==> src/rtl/sw_freq_ctrl.sv <==
// Switch/button front end: debounces per-channel switches into enables and steps a shared blink frequency on each button press.
// Optional SW_SYNC_EN macro adds a two-flop synchronizer ahead of every debouncer.
module sw_freq_ctrl #(
    parameter int NUM_CH          = 4,
    parameter int DEBOUNCE_CYCLES = 1000000,
    parameter int CNT_W           = 20,
    parameter int BASE_FREQ       = 25,
    parameter int NUM_STEPS       = 4
) (
    input  logic              clk,
    input  logic              reset,
    input  logic [NUM_CH-1:0] i_sw,
    input  logic              i_btn,
    output logic [NUM_CH-1:0] o_enable,
    output logic [31:0]       o_freq,
    output logic [1:0]        o_freq_idx,
    output logic              o_step
);

    // Switches occupy the low bits, the button the top bit.
    localparam int NUM_IN = NUM_CH + 1;
    localparam logic [CNT_W-1:0] DB_MAX   = CNT_W'(DEBOUNCE_CYCLES - 1);
    localparam logic [1:0]       IDX_LAST = 2'(NUM_STEPS - 1);

    logic [NUM_IN-1:0] raw_in;
    logic [NUM_IN-1:0] samp;

    assign raw_in = {i_btn, i_sw};

`ifdef SW_SYNC_EN
    logic [NUM_IN-1:0] sync_ff1;
    logic [NUM_IN-1:0] sync_ff2;

    always_ff @(posedge clk) begin
        if (reset) begin
            sync_ff1 <= '0;
            sync_ff2 <= '0;
        end else begin
            sync_ff1 <= raw_in;
            sync_ff2 <= sync_ff1;
        end
    end

    assign samp = sync_ff2;
`else
    assign samp = raw_in;
`endif

    logic [NUM_IN-1:0] stable_q;
    logic [CNT_W-1:0]  db_cnt [NUM_IN];

    // Any sampled cycle agreeing with the stable level restarts that input's count.
    always_ff @(posedge clk) begin
        if (reset) begin
            stable_q <= '0;
            for (int i = 0; i < NUM_IN; i++) begin
                db_cnt[i] <= '0;
            end
        end else begin
            for (int i = 0; i < NUM_IN; i++) begin
                if (samp[i] == stable_q[i]) begin
                    db_cnt[i] <= '0;
                end else if (db_cnt[i] == DB_MAX) begin
                    stable_q[i] <= samp[i];
                    db_cnt[i]   <= '0;
                end else begin
                    db_cnt[i] <= db_cnt[i] + 1'b1;
                end
            end
        end
    end

    assign o_enable = stable_q[NUM_CH-1:0];

    logic        btn_q;
    logic        btn_q_d;
    logic        btn_rise;
    logic [1:0]  next_idx;
    logic [31:0] next_freq;

    assign btn_q    = stable_q[NUM_CH];
    assign btn_rise = btn_q & ~btn_q_d;

    always_comb begin
        next_idx  = (o_freq_idx == IDX_LAST) ? 2'd0 : o_freq_idx + 2'd1;
        next_freq = 32'(BASE_FREQ) * (32'(next_idx) + 32'd1);
    end

    // Index and frequency load on the same edge so they never disagree.
    always_ff @(posedge clk) begin
        if (reset) begin
            btn_q_d    <= 1'b0;
            o_step     <= 1'b0;
            o_freq_idx <= 2'd0;
            o_freq     <= 32'(BASE_FREQ);
        end else begin
            btn_q_d <= btn_q;
            o_step  <= btn_rise;
            if (btn_rise) begin
                o_freq_idx <= next_idx;
                o_freq     <= next_freq;
            end
        end
    end

endmodule

==> config.mk <==
export PLATFORM = sky130hd
export DESIGN_NAME = sw_freq_ctrl
export DESIGN_NICKNAME = d
export VERILOG_FILES = /design/src/rtl/sw_freq_ctrl.sv
export SDC_FILE = /design/constraint.sdc
export NUM_CORES = 1
export LEC_CHECK = 0
export CAP_MARGIN = 20
export CELL_PAD_IN_SITES_DETAIL_PLACEMENT = 0
export CELL_PAD_IN_SITES_GLOBAL_PLACEMENT = 1
export CORE_MARGIN = 2
export CORE_UTILIZATION = 35
export DETAILED_ROUTE_END_ITERATION = 16
export PLACE_DENSITY_LB_ADDON = 0.1
export SLEW_MARGIN = 5
export SYNTH_ARGS = -nofsm -noshare
export SYNTH_HDL_FRONTEND = slang
export SYNTH_SLANG_ARGS = --single-unit
export TNS_END_PERCENT = 20
==> constraint.sdc <==
create_clock -name clk -period 3.2 [get_ports clk]
set_input_delay 0.8 -clock clk [delete_from_list [all_inputs] [get_ports clk]]
set_output_delay 0.8 -clock clk [all_outputs]
set_load 0.02 [all_outputs]
Yosys cells after proc, flatten, opt, wreduce, memory -nomap -nowiden
Memory sizes are Yosys's and may differ from the RTL's. Index checks and enable logic that the tools add are counted. Widths: inputs -> output; s select.

Memory bits (writable): 100. Register bits: 41. Memories kept: 1. Input port bits: 7.

Eq/ne operators: 11. Muxes and demuxes: 73. Bitwise operators: 22. Reductions and logical operators: 5. Multipliers: 1. Add/subtract/negate cells: 7.

Memories: db_cnt (words 5, width 20, rd ports 5, clocked after memory_dff 0, wr ports 5, line 50) `logic [CNT_W-1:0] db_cnt [NUM_IN];`.

Operator list (number): $mux 20 (15); $add 20x1->20 const B (5); $eq 20x20->1 const B (5); $mux 1 (57); $or 1x1->1 (15); $reduce_and 2->1 (5); $mul 5x3->8 const A (1); $not 1->1 (6); $eq 1x1->1 (5); $add 2x1->3 const B (1); $add 2x1->2 const B (1); $eq 2x2->1 const B (1); $mux 2 (1); $and 1x1->1 (1).

Longest topological paths before layout
An unclocked memory read counts as a cell.

Depth in word-level cells: 8. Mapped depth: 7. Mapped depth without buffers: 5.

Worst setup path after synthesis
OpenSTA, ideal clock, no wires.

Kind: register to register. Start point: mem db_cnt[4][12]. End point: mem db_cnt[4][12], data pin. Library setup time: 255 ps. Data arrival time: 1971 ps. Period minus slack after synthesis: 2226 ps. Path slack: 974 ps. Buffers on the path: 1. Stages on the path, launching flop included: 6. Cell sequence: edfxtp_1 -> or4b_1 -> or4_4 -> o21ai_4 -> buf_8 -> nor2_2.

RTL lines (line): start, declared (50).

==> results.ini <==
[pwr]
peakVddDrop_v = 0.000357
pwr_density_cell_nw_per_um2 = 502
power_leakage_nw = 2.69

[floorplan]
die_h_microns = 139
start_util_pct = 35.7
die_x_microns = 139
core_area_sq_um = 17900
dieArea_sq_um = 19300
io_pins = 46
std_cell_rows = 49

[layout]
utilization_pct = 42.8
syn_to_final_growth_pct = 20.0
layout-drive-gt1-share_pct = 6.71
num_antenna_cells = 0
final_cell_mix = conb_1, edfxtp_1, nor2_1
nFillCells = 1760
final_cells = 989
layout.cells.most_common = conb_1
nets = 762
stdcell_area_sq_um = 7660

[min_path]
worstHoldEndpoint = o_step$_SDFF_PP0_
hold_depth = 1
hold_start = btn_q_d$_SDFF_PP0_
hp-class = flip-flop to flip-flop

[synth]
yosys_most_used_dff = edfxtp_1
syn_avg_cell_area_sq_um = 10.1
synthCells = 629
yosysSeqAreaShare_pct = 51.4
async_flop_share_pct = 0
syn-cell-area_sq_um = 6380
yosysWarnings = 0
ys_types = 44
synth_edf_count = 100
synth-seq-cells = 114

[timing]
final-setup-viol-count = 0
final_max_slew_viol_count = 0
clock_skew_ns = 0.00789
fin_crit_ns = 2.64
timing.fmax_mhz = 379
worst_pin_slew_ns = 0.665
finalHoldViolCount = 0
final.period_utilization_pct = 82.5
setup_tns_ns = 0
timing.slew.headroom_pct = 55.5
whs_ns = 0.428
grt_setup_unrepaired = false

[critical_path]
ff2ff_path_depth = 5
crit_type = flip-flop to flip-flop
cpPeakStageDelay_ns = 0.58
crit_chain = or4b_1 -> or4_1 -> o21ai_1 -> buf_4 -> nor2_1
reg2reg_slack_ns = 0.56
critical_path_peak_fanout = 8
worst_path_max_delay_cell = or4_1
cp_num_buf_inv = 1
crit_family = simple AND/OR/NAND/NOR gates
required_ns = 3.35
crit_path_end_kind = flip-flop
r2r_start = db_cnt[3][13]$_SDFFCE_PN0P_
cp-start-kind = flip-flop
r2r-end = db_cnt[3][12]$_SDFFCE_PN0P_
critPathArrivalTime_ns = 2.79

[route]
finalWirelength_microns = 12300
drcViolationCount = 0
drtPass1Iterations = 4
drt_iter0_drc = 272
avgRoutedWirePerCell_microns = 12.4
vias = 4575
drtAntennaViolNets = 0
vias_per_cell = 4.63

[placed_design]
dp.cells = 957
io_buffers = 21
placed_area_sq_um = 7070
hpwl_microns = 8630
routabilityCongestion = 0.758

[grt]
grt_usage_pct = 13.4
globalRouteOverflowTotal = 0
grt_pass1_wl_microns = 21100
grt_pass1_vias = 4494
grt_max_degree = 21
antenna_found_initial = 0

[clock_network]
clk_latency_ns = 0.41
postCtsSetupRepairBufs = 0
cts_repair_resize_count = 0
cts-root-buf = clkbuf_16
cts_sinks = 114
numCtsBuffers = 17
clockBufferDepth = 2
htreeDepth = 4
cts_tree = yes
clk_pin_slew_ns = 0.05
cts_hold_buf = 0

[outcome]
status = finished, final reports clean

[job]
maxCapViolations = 0

worst register-to-register path: stages, from the launching register on:
cell	delay (ns)
edfxtp_1	0.44
or4b_1	0.54
or4_1	0.58
o21ai_1	0.50
buf_4	0.27
nor2_1	0.06
how the worst max path moves through the flow:
| stage | from | to | depth (start not counted) |
|---|---|---|---|
| detailed placement | db_cnt[3][13]$_SDFFCE_PN0P_ | db_cnt[3][12]$_SDFFCE_PN0P_ | 5 |
| CTS | db_cnt[3][13]$_SDFFCE_PN0P_ | db_cnt[3][12]$_SDFFCE_PN0P_ | 5 |
| floorplan | db_cnt[4][12]$_SDFFCE_PN0P_ | db_cnt[4][12]$_SDFFCE_PN0P_ | 5 |
| global route | db_cnt[3][13]$_SDFFCE_PN0P_ | db_cnt[3][17]$_SDFFCE_PN0P_ | 5 |
| global placement | db_cnt[3][13]$_SDFFCE_PN0P_ | db_cnt[3][15]$_SDFFCE_PN0P_ | 5 |
| finish | db_cnt[3][13]$_SDFFCE_PN0P_ | db_cnt[3][12]$_SDFFCE_PN0P_ | 5 |
where the power goes:
part	internal, mW	switching (mW)
registers	1.70	0.0714
logic	0.0749	0.133
clock network	1.22	0.644
cell families after synthesis:
kind of cell	after synthesis	synth area share, %
simple gates	283	23.9
other cells	2	0.118
buf+inv	78	6.68
flops	114	51.4
xor+xnor	69	9.47
fa+ha+maj	8	1.57
compound gates	75	6.80
registers in the layout, summed over array words and instances (netlist names):
signal    cells
btn_q_d       1
db_cnt      100
o_freq        7
o_step        1
stable_q      5
per-stage QoR:
step           power (mW)  setup WS, ns
2_1_floorplan        1.97         0.974
3_3_place_gp         2.00         0.592
3_5_place_dp         2.00         0.545
4_1_cts              3.90         0.536
5_1_grt              4.01         0.405
6_report             3.85         0.560
metal layers:
layer | vias up | global-route usage (%) | routed length [microns]
li1 | 2366 | - | -
met1 | 2155 | 17.3 | 6090
met2 | 50 | 21.6 | 5850
met3 | 4 | 3.73 | 262
met4 | 0 | 4.52 | 68
met5 | - | 0 | 0
cells in the mapped netlist, drive strengths merged (11+ instances only):
cell | count | area, sq um
dfxtp | 14 | 280
nor3 | 14 | 70.1
a21oi | 36 | 180
xor2 | 29 | 254
clkbuf | 14 | 52.6
nand3 | 32 | 160
nor2 | 82 | 333
o31ai | 13 | 97.6
buf | 37 | 273
o21ai | 21 | 116
nor4 | 11 | 68.8
or3 | 18 | 113
inv | 27 | 101
nand2 | 37 | 139
xnor2 | 40 | 350
nand4 | 24 | 150
edfxtp | 100 | 3000
or4 | 22 | 169
final cells by class:
type | instances | area, sq um | area share [%]
clock buffers | 29 | 583 | 7.61
clock inverters | 3 | 13.8 | 0.180
inverters | 27 | 101 | 1.32
multi-input cells | 559 | 3130 | 40.9
flip-flops and latches | 114 | 3280 | 42.8
well taps | 229 | 287 | 3.74
repair buffers | 28 | 263 | 3.43
Power figures use the tool's default switching activity.
